[src/rtl/risc_fetch_queue_if.sv]
// Handshake/bus bundle between the fetch queue, the instruction memory and decode.
// master: the fetch queue side. slave: the memory/decode environment side.
// Decode handshake: a word moves from queue to decode on every rising edge where
// inst_valid and inst_ready are both 1; inst/inst_pc hold steady while valid is
// up and ready is low.
interface risc_fetch_queue_if #(
    parameter int DATA_W = 32,
    parameter int ADDR_W = 11,
    parameter int PC_W   = 32,
    parameter int DEPTH  = 4
);
    localparam int CNT_W = $clog2(DEPTH) + 1;

    logic              im_cen;
    logic              im_oen;
    logic [ADDR_W-1:0] im_addr;
    logic [DATA_W-1:0] im_dataout;
    logic              halt;
    logic              redirect;
    logic [PC_W-1:0]   redirect_pc;
    logic              inst_valid;
    logic [DATA_W-1:0] inst;
    logic [PC_W-1:0]   inst_pc;
    logic              inst_ready;
    logic [CNT_W-1:0]  q_count;

    modport master (
        output im_cen, im_oen, im_addr, inst_valid, inst, inst_pc, q_count,
        input  im_dataout, halt, redirect, redirect_pc, inst_ready
    );

    modport slave (
        input  im_cen, im_oen, im_addr, inst_valid, inst, inst_pc, q_count,
        output im_dataout, halt, redirect, redirect_pc, inst_ready
    );
endinterface

[src/rtl/risc_fetch_queue.sv]
// Instruction-fetch front end: issues i-Mem reads, buffers returned words with
// their PC in a DEPTH-entry queue, and presents the head to decode.
// Optional feature macro: FETCH_STATS_EN adds saturating fetched/flushed counters.
// Issue is credit-based (occupancy + in-flight read < DEPTH) so a push never
// finds the queue full. A redirect empties the queue, drops the in-flight
// response and reloads the fetch PC; nothing is issued in the redirect cycle.
module risc_fetch_queue #(
    parameter int             DATA_W   = 32,
    parameter int             ADDR_W   = 11,
    parameter int             PC_W     = 32,
    parameter int             DEPTH    = 4,
    parameter logic [PC_W-1:0] RESET_PC = '0
) (
    input  logic                clk,
    input  logic                rst,
    risc_fetch_queue_if.master  bus,
    output logic [1:0]          dbg_state_o
`ifdef FETCH_STATS_EN
    ,
    output logic [31:0]         stat_fetched,
    output logic [31:0]         stat_flushed
`endif
);
    localparam int PTR_W = $clog2(DEPTH);
    localparam int CNT_W = PTR_W + 1;

    typedef enum logic [1:0] {
        S_IDLE  = 2'd0,
        S_FETCH = 2'd1,
        S_HOLD  = 2'd2
    } state_t;

    state_t            state_q, state_d;
    logic [PC_W-1:0]   fetch_pc_q, fetch_pc_d;
    logic [PC_W-1:0]   pend_pc_q, pend_pc_d;
    logic              pending_q, pending_d;
    logic [PTR_W-1:0]  wr_ptr_q, wr_ptr_d;
    logic [PTR_W-1:0]  rd_ptr_q, rd_ptr_d;
    logic [CNT_W-1:0]  count_q, count_d;

    logic [DATA_W-1:0] data_mem [DEPTH];
    logic [PC_W-1:0]   pc_mem   [DEPTH];

    logic credit_ok;
    logic issue_ok;
    logic issue;
    logic push;
    logic pop;
    logic head_valid;

    // Credit and handshake qualifiers; redirect overrides push, pop and issue.
    always_comb begin
        credit_ok  = ((CNT_W+1)'(count_q) + (CNT_W+1)'(pending_q)) < (CNT_W+1)'(DEPTH);
        issue_ok   = !bus.halt && !bus.redirect && credit_ok;
        issue      = (state_q == S_FETCH) && issue_ok;
        head_valid = (count_q != '0);
        push       = pending_q && !bus.redirect;
        pop        = head_valid && bus.inst_ready && !bus.redirect;
    end

    // Next-state logic of the fetch FSM; redirect always lands in FETCH.
    always_comb begin
        state_d = state_q;
        case (state_q)
            S_IDLE:  state_d = S_FETCH;
            S_FETCH: if (!issue_ok) state_d = S_HOLD;
            S_HOLD:  if (issue_ok)  state_d = S_FETCH;
            default: state_d = S_IDLE;
        endcase
        if (bus.redirect) state_d = S_FETCH;
    end

    // Next-state logic for fetch PC, in-flight tracking and queue pointers.
    always_comb begin
        fetch_pc_d = fetch_pc_q;
        pend_pc_d  = pend_pc_q;
        pending_d  = issue;
        wr_ptr_d   = wr_ptr_q;
        rd_ptr_d   = rd_ptr_q;
        count_d    = count_q;
        if (bus.redirect) begin
            fetch_pc_d = bus.redirect_pc;
            wr_ptr_d   = '0;
            rd_ptr_d   = '0;
            count_d    = '0;
        end else begin
            if (issue) begin
                fetch_pc_d = fetch_pc_q + PC_W'(1);
                pend_pc_d  = fetch_pc_q;
            end
            if (push) wr_ptr_d = wr_ptr_q + PTR_W'(1);
            if (pop)  rd_ptr_d = rd_ptr_q + PTR_W'(1);
            count_d = count_q + CNT_W'(push) - CNT_W'(pop);
        end
    end

    // Control state registers with synchronous reset.
    always_ff @(posedge clk) begin
        if (rst) begin
            state_q    <= S_IDLE;
            fetch_pc_q <= RESET_PC;
            pend_pc_q  <= '0;
            pending_q  <= 1'b0;
            wr_ptr_q   <= '0;
            rd_ptr_q   <= '0;
            count_q    <= '0;
        end else begin
            state_q    <= state_d;
            fetch_pc_q <= fetch_pc_d;
            pend_pc_q  <= pend_pc_d;
            pending_q  <= pending_d;
            wr_ptr_q   <= wr_ptr_d;
            rd_ptr_q   <= rd_ptr_d;
            count_q    <= count_d;
        end
    end

    // Queue storage; contents are only observed through valid entries, so no reset.
    always_ff @(posedge clk) begin
        if (push && !rst) begin
            data_mem[wr_ptr_q] <= bus.im_dataout;
            pc_mem[wr_ptr_q]   <= pend_pc_q;
        end
    end

    // Outputs: head is forced to zero when empty so reset values are clean.
    always_comb begin
        bus.im_cen     = !issue;
        bus.im_oen     = 1'b0;
        bus.im_addr    = fetch_pc_q[ADDR_W-1:0];
        bus.inst_valid = head_valid;
        bus.inst       = head_valid ? data_mem[rd_ptr_q] : '0;
        bus.inst_pc    = head_valid ? pc_mem[rd_ptr_q]   : '0;
        bus.q_count    = count_q;
        dbg_state_o    = state_q;
    end

`ifdef FETCH_STATS_EN
    logic [31:0] stat_fetched_q, stat_fetched_d;
    logic [31:0] stat_flushed_q, stat_flushed_d;
    logic [32:0] fetched_sum;
    logic [32:0] flushed_sum;

    // Saturating counters: words pushed, and words thrown away by redirects.
    always_comb begin
        fetched_sum    = {1'b0, stat_fetched_q} + 33'(push);
        flushed_sum    = {1'b0, stat_flushed_q} + 33'(count_q) + 33'(pending_q);
        stat_fetched_d = fetched_sum[32] ? 32'hFFFF_FFFF : fetched_sum[31:0];
        stat_flushed_d = stat_flushed_q;
        if (bus.redirect)
            stat_flushed_d = flushed_sum[32] ? 32'hFFFF_FFFF : flushed_sum[31:0];
    end

    // Statistics registers.
    always_ff @(posedge clk) begin
        if (rst) begin
            stat_fetched_q <= '0;
            stat_flushed_q <= '0;
        end else begin
            stat_fetched_q <= stat_fetched_d;
            stat_flushed_q <= stat_flushed_d;
        end
    end

    assign stat_fetched = stat_fetched_q;
    assign stat_flushed = stat_flushed_q;
`endif
endmodule
[src/flat_wrapper.sv]
// flat-port wrapper written by rule: the top's interface ports become plain ports
module risc_fetch_queue_flat 
#(
    parameter int             DATA_W   = 32,
    parameter int             ADDR_W   = 11,
    parameter int             PC_W     = 32,
    parameter int             DEPTH    = 4,
    parameter logic [PC_W-1:0] RESET_PC = '0
)
  (clk, rst, dbg_state_o, bus_im_cen, bus_im_oen, bus_im_addr, bus_inst_valid, bus_inst, bus_inst_pc, bus_q_count, bus_im_dataout, bus_halt, bus_redirect, bus_redirect_pc, bus_inst_ready);
  risc_fetch_queue_if #(.DATA_W(DATA_W), .ADDR_W(ADDR_W), .PC_W(PC_W), .DEPTH(DEPTH)) bus_i ();
  input  logic clk;
  input  logic rst;
  output logic [1:0] dbg_state_o;
  output wire logic [$bits(bus_i.im_cen)-1:0] bus_im_cen;
  output wire logic [$bits(bus_i.im_oen)-1:0] bus_im_oen;
  output wire logic [$bits(bus_i.im_addr)-1:0] bus_im_addr;
  output wire logic [$bits(bus_i.inst_valid)-1:0] bus_inst_valid;
  output wire logic [$bits(bus_i.inst)-1:0] bus_inst;
  output wire logic [$bits(bus_i.inst_pc)-1:0] bus_inst_pc;
  output wire logic [$bits(bus_i.q_count)-1:0] bus_q_count;
  input wire logic [$bits(bus_i.im_dataout)-1:0] bus_im_dataout;
  input wire logic [$bits(bus_i.halt)-1:0] bus_halt;
  input wire logic [$bits(bus_i.redirect)-1:0] bus_redirect;
  input wire logic [$bits(bus_i.redirect_pc)-1:0] bus_redirect_pc;
  input wire logic [$bits(bus_i.inst_ready)-1:0] bus_inst_ready;
  assign bus_im_cen = bus_i.im_cen;
  assign bus_im_oen = bus_i.im_oen;
  assign bus_im_addr = bus_i.im_addr;
  assign bus_inst_valid = bus_i.inst_valid;
  assign bus_inst = bus_i.inst;
  assign bus_inst_pc = bus_i.inst_pc;
  assign bus_q_count = bus_i.q_count;
  assign bus_i.im_dataout = bus_im_dataout;
  assign bus_i.halt = bus_halt;
  assign bus_i.redirect = bus_redirect;
  assign bus_i.redirect_pc = bus_redirect_pc;
  assign bus_i.inst_ready = bus_inst_ready;
  risc_fetch_queue #(.DATA_W(DATA_W), .ADDR_W(ADDR_W), .PC_W(PC_W), .DEPTH(DEPTH), .RESET_PC(RESET_PC)) u_core (.clk(clk), .rst(rst), .bus(bus_i), .dbg_state_o(dbg_state_o));
endmodule
[config.mk]
export PLATFORM = sky130hd
export DESIGN_NAME = risc_fetch_queue_flat
export DESIGN_NICKNAME = d
export VERILOG_FILES = /design/src/rtl/risc_fetch_queue_if.sv /design/src/rtl/risc_fetch_queue.sv /design/src/flat_wrapper.sv
export SDC_FILE = /design/constraint.sdc
export NUM_CORES = 1
export LEC_CHECK = 0
export ABC_AREA = 1
export CAP_MARGIN = 0
export CORE_UTILIZATION = 55
export DETAILED_ROUTE_END_ITERATION = 16
export GPL_ROUTABILITY_DRIVEN = 1
export HOLD_SLACK_MARGIN = 0.05
export PLACE_DENSITY = 0.75
export SKIP_CTS_REPAIR_TIMING = 1
export SYNTH_ARGS = -nofsm -noshare
export SYNTH_HDL_FRONTEND = slang
export SYNTH_SLANG_ARGS = --single-unit
[constraint.sdc]
create_clock -name clk -period 5.95 [get_ports clk]
set_input_delay 1.19 -clock clk [delete_from_list [all_inputs] [get_ports clk]]
set_output_delay 1.19 -clock clk [all_outputs]
set_load 0.02 [all_outputs]
==> flow_metrics.tcl, run 1 <==
set metrics [dict create \
    grt_max_degree 77 \
    die_h_um 161 \
    post_drt_wl_per_cell_um 16.6 \
    clockBufferDepth 3 \
    rr_worst_depth 9 \
    regArea_sq_um 9210 \
    cp-end-kind "output pin" \
    ys_ff_latch 332 \
    period_needed_ns 4.48 \
    via_count 9983 \
    yosysWarningCount 0 \
    clk_pin_slew_ns 0.06 \
    comb_power_share_pct 4.0 \
    maxSlewViolCount 0 \
    synth_seq_area_share_pct 65.9 \
    layout-drive-gt1-share_pct 5.86 \
    holdCritStartpoint "u_core.rd_ptr_q[1]" \
    cts_tree "done" \
    r2r-start "u_core.bus.q_count[1]" \
    synth_area_sq_um 14000 \
    swShare_pct 20.2 \
    clock_latency_ns 0.50 \
    worst_hold_path.num_cells 2 \
    nFillCells 1821 \
    drt_wl_total_mm 30.6 \
    netlist_instances 1380 \
    max_slew_margin_pct 22.8 \
    cts_buffers 34 \
    timing.rr.end "u_core.pend_pc_q[23]" \
    syn_area_per_cell_sq_um 10.1 \
    start_util_pct 56.8 \
    final_area_sq_um 16700 \
    clockPowerShare_pct 42.0 \
    grt.overflow.total 0 \
    arrival_ns 3.29 \
    synth.top_cell.area_share_pct 55.0 \
    cp_cell_sequence "buf_4 -> nor2_1 -> nor2_1 -> o21ai_0 -> a21oi_1 -> clkdlybuf4s50_1" \
    fin_worst_skew_ns 0.0176 \
    core-area_sq_um 24600 \
    drt-initial-drc-count 864 \
    setup_viol_count_final 0 \
    hold_violations 0 \
    power_uw 4720 \
    critPathKind "reg -> out" \
    r2r_slack_ns 3.33 \
    grt.total_usage_pct 23.8 \
    crit_top_cell "nor2_1" \
    post_dp_cell_area_sq_um 15600 \
    crit_required_ns 4.76 \
    leakagePower_uw 0.00590 \
    hpwlAfterDp_mm 17.6 \
    synthToLayoutAreaGrowth_pct 19.3 \
    syn_nets 1458 \
    synth-edff-count 256 \
    die_area_sq_um 26000 \
    place.gp.congestion 0.869 \
    rows 57 \
    power_frac_seq_pct 54.0 \
    synth.area.top_cells "edfxtp_1, dfxtp_1, nor2_1" \
    cp_max_fo 68 \
    root_buffer "clkbuf_16" \
    grt_pass1_wl_mm 48.5 \
    fin_nets 1574 \
    cts_max_level 2 \
    rsz0062_at_grt "false" \
    worstMarginPinSlew_ns 1.16 \
    portBuffers 150 \
    slowest_stage "dfxtp_4" \
    synthTopCellsByCount "nor2_1, edfxtp_1, nand2_1" \
    dp_cells 1784 \
    async_flop_share_pct 0 \
    ant_nets 0 \
    fin_cells 1843 \
    maxCapViolations 0 \
    ir_drop_uv 220 \
    p_per_area_nw_per_um2 284 \
    drc 0 \
    synth_cell_types 33 \
    vias_per_cell 5.42 \
    synth_top_area_cell "edfxtp_1" \
    multi_input_area_sq_um 4110 \
    critPathLaunchType "register" \
    boundaryPins 152 \
    drtPass1Iterations 5 \
    final.period_utilization_pct 75.3 \
    slowest_delay_ns 0.81 \
    clock.fmax_mhz 223 \
    diodes 0 \
    min_path_type "reg -> reg" \
    synth.most_common_cell "nor2_1" \
    antenna_found_initial 0 \
    status "finished clean" \
    numClockSinks 332 \
    tns_ns 0 \
    switching_power_uw 955 \
    timing.hold.ws_ns 0.468 \
    p_int_uw 3770 \
    ys.flop_type "edfxtp_1" \
    die_w_um 161 \
    grt_pass1_vias 9403 \
]
## logic make-up after synthesis
family	Yosys count	synth area share (%)
AOI/OAI and AO/OA	292	10.6
xor gates and xnor gates	10	0.627
adders and majority gates	9	0.860
buffers and inverters	157	4.87
DFF	332	65.9
other	1	0.0269
and+or+nand+nor	579	17.0
## power groups by stage
stage          logic (uW)  registers [uW]  clock network [uW]
6_report              189            2550                1990
5_1_grt               208            2550                2110
3_5_place_dp          187            2600                   0
3_3_place_gp          184            2600                   0
4_1_cts               189            2550                2010
2_1_floorplan         102            2590                   0
## layer usage
metal | GRT usage [%] | up-vias | share of wire, %
met2 | 38.8 | 384 | 47
met5 | 0 | - | 0
met1 | 33.3 | 4665 | 44
met4 | 7.42 | 0 | 2.2
met3 | 3.34 | 48 | 6.6
li1 | - | 4886 | -
## layout make-up
type                       instances  area share, %
inverter                          73           1.65
clock inverter                    13          0.691
sequential                       332           55.3
timing repair buffer             164           9.72
multi-input combinational        891           24.7
clock buffer                      46           5.51
tap                              324           2.43
## metrics by stage
stage | util [%] | setup slack [ns]
after global routing | 67.7 | 1.22
after detailed placement | 63.5 | 1.70
after floorplan | - | 1.01
after global placement | 63.5 | 1.70
after CTS | 67.7 | 1.44
final | 67.7 | 1.47
## critical path, delay by kind of cell, from the launching register on
| kind | cells | cell delay (ns) |
|---|---|---|
| buffers and inverters | 2 | 1.33 |
| AND/OR/NAND/NOR | 2 | 0.22 |
| AO/OA/AOI/OAI | 2 | 0.41 |
| flip-flops | 1 | 0.81 |
## how the worst max path moves through the flow
stage               slack (ns)  cells after the start         start                    end
floorplan                 1.01                      4           rst  u_core.data_mem[0][0]
global placement          1.70                      6  bus_redirect             bus_im_cen
detailed placement        1.70                      6  bus_redirect             bus_im_cen
CTS                       1.44                      6      register        bus_inst_pc[17]
global route              1.22                      6      register        bus_inst_pc[17]
finish                    1.47                      6      register        bus_inst_pc[17]
## sequential cells by signal, summed over array words and instances (netlist names), named ones only
| signal | count |
|---|---|
| u_core.bus.q_count | 3 |
| u_core.data_mem | 128 |
| u_core.dbg_state_o | 2 |
| u_core.fetch_pc_q | 32 |
| u_core.pc_mem | 128 |
| u_core.pend_pc_q | 32 |
| u_core.pending_q | 1 |
| u_core.rd_ptr_q | 2 |
| u_core.wr_ptr_q | 2 |
## layout by cell type (no fill, tap or decap), types with 4 or more instances in the layout
master / Yosys / final
clkbuf_16: 0 / 35
nor2_4: 8 / 12
clkdlybuf4s50_1: 0 / 150
nand3_1: 60 / 60
inv_1: 70 / 70
xor2_1: 5 / 5
nand2_1: 180 / 180
nand2_2: 6 / 6
buf_4: 13 / 13
ha_1: 8 / 8
nor2_1: 312 / 308
o21ai_0: 158 / 158
clkinv_2: 0 / 7
a21oi_1: 122 / 122
clkinv_1: 1 / 4
xnor2_1: 5 / 5
edfxtp_1: 256 / 256
clkbuf_1: 32 / 11
dfxtp_1: 76 / 74
(Power assumes the default switching activity.)
==> run 2, diff against run 1 <==
- clock period: 5.95 -> 4.2 ns (I/O delays scaled with it)
==> flow_metrics.tcl, run 2 (synthesis results as in run 1) <==
set metrics [dict create \
    status "finished clean" \
    layout-drive-gt1-share_pct 6.75 \
    rsz0062_at_grt "false" \
    hpwlAfterDp_mm 18.3 \
    die_h_um 161 \
    setup_viol_count_final 0 \
    synthToLayoutAreaGrowth_pct 21.5 \
    multi_input_area_sq_um 4110 \
    core-area_sq_um 24600 \
    drc 0 \
    drt-initial-drc-count 862 \
    grt_pass1_wl_mm 49.1 \
    clockBufferDepth 3 \
    grt_max_degree 68 \
    cp-end-kind "output pin" \
    final_area_sq_um 17000 \
    clock.fmax_mhz 262 \
    maxCapViolations 0 \
    leakagePower_uw 0.00602 \
    grt-busiest-layer "met2" \
    start_util_pct 56.8 \
    globalRouteMet1Util_pct 33.0 \
    maxSlewViolCount 0 \
    crit_buf_inv 2 \
    rows 57 \
    nFillCells 1819 \
    vias_per_cell 5.48 \
    grt.overflow.total 0 \
    die_area_sq_um 26000 \
    met2_usage_pct 40.3 \
    via_count 10138 \
    regArea_sq_um 9210 \
    ant_nets 0 \
    fin_worst_skew_ns 0.0197 \
    die_w_um 161 \
    dp_cells 1789 \
    slowest_stage "dfxtp_4" \
    min_path_type "reg -> reg" \
    drtPass1Iterations 5 \
    crit_top_cell "nor2_1" \
    arrival_ns 2.97 \
    final.period_utilization_pct 90.8 \
    portBuffers 150 \
    antenna_found_initial 0 \
    grt_pass1_vias 9634 \
    ir_drop_uv 343 \
    hold_violations 0 \
    worstMarginPinSlew_ns 0.965 \
    post_drt_wl_per_cell_um 16.9 \
    max_slew_margin_pct 35.6 \
    crit_required_ns 3.36 \
    period_needed_ns 3.81 \
    grt.total_usage_pct 24.0 \
    numClockSinks 332 \
    root_buffer "clkbuf_16" \
    cts_max_level 2 \
    cts_buffers 34 \
    layout_common_cells "nor2_1, edfxtp_1, nand2_1, o21ai_0, clkdlybuf4s50_1" \
    slowest_delay_ns 0.73 \
    diodes 0 \
    critPathKind "reg -> out" \
    final_common_cell "nor2_1" \
    fin_cells 1850 \
    post_dp_cell_area_sq_um 15700 \
    cp_cell_sequence "buf_4 -> nor2_1 -> nor2_1 -> o21ai_0 -> a21oi_1 -> clkdlybuf4s50_1" \
    boundaryPins 152 \
    critPathLaunchType "register" \
    cp_max_fo 52 \
    clk_pin_slew_ns 0.06 \
    clock_latency_ns 0.50 \
    grtUsageMet3_pct 3.67 \
    place.gp.congestion 0.838 \
    largest_registers "u_core.data_mem: 128 flops, u_core.pc_mem: 128 flops" \
    critical_path.top_delay_family "buffers and inverters" \
    fin_nets 1579 \
    timing.hold.ws_ns 0.471 \
    cts_tree "done" \
    p_per_area_nw_per_um2 421 \
    drt_wl_total_mm 31.3 \
]
[run 2: cell count changes in the layout (fill, tap and decap cells not counted)]
cell	change
clkbuf_1	-7
buf_12	+6
bufinv_16	+6
clkinv_2	-3
clkinvlp_4	+3
clkinv_4	+2
buf_4	-1
clkinv_8	+1
[run 2: path summary, 6_finish.rpt]
| check | start | to | slack, ns | depth (start not counted) |
|---|---|---|---|---|
| worst max register to register | u_core.bus.q_count[2] | u_core.bus.q_count[2] | 1.88 | 10 |
| worst min register to register | u_core.rd_ptr_q[1] | register | 0.47 | 2 |
| worst max-delay path | register | bus_inst_pc[15] | 0.39 | 6 |
| worst min-delay path | u_core.rd_ptr_q[1] | register | 0.47 | 2 |
[run 2: worst register-to-register path: stages, from the launching register on]
cell	delay, ns
dfxtp_1	0.36
nor3_2	0.26
buf_12	0.34
nor3_1	0.11
ha_1	0.30
inv_1	0.06
ha_1	0.13
inv_1	0.05
fa_1	0.37
xnor2_1	0.18
nor2_1	0.05
[run 2: layout make-up]
type                    instances  area share [%]
inverters                      73            1.62
flip-flops and latches        332            54.3
well taps                     324            2.39
multi-input cells             891            24.2
repair buffers                169            10.2
clock buffers                  39            5.25
clock inverters                22            1.98
[run 2: per-stage QoR]
stage / TNS [ns] / utilization, % / worst slack [ns] / power [uW]
5_1_grt: 0 / 68.9 / 0.224 / 7330
3_5_place_dp: 0 / 64.0 / 0.973 / 3950
6_report: 0 / 68.9 / 0.386 / 7140
3_3_place_gp: 0 / 64.0 / 0.992 / 3940
4_1_cts: 0 / 68.9 / 0.427 / 7180
2_1_floorplan: -100.58 / - / -0.393 / 3810
[run 2: power by group]
part           internal, uW  switching [uW]  leakage, uW
sequential             3560            49.5      0.00298
combinational           124             148      0.00245
clock                  2030            1220     0.000590
[run 2: layer usage]
layer	wire (um)	part of all wire [%]
met1	13600	43
met2	15100	48
met3	2290	7.3
met4	310	0.99
met5	0	0
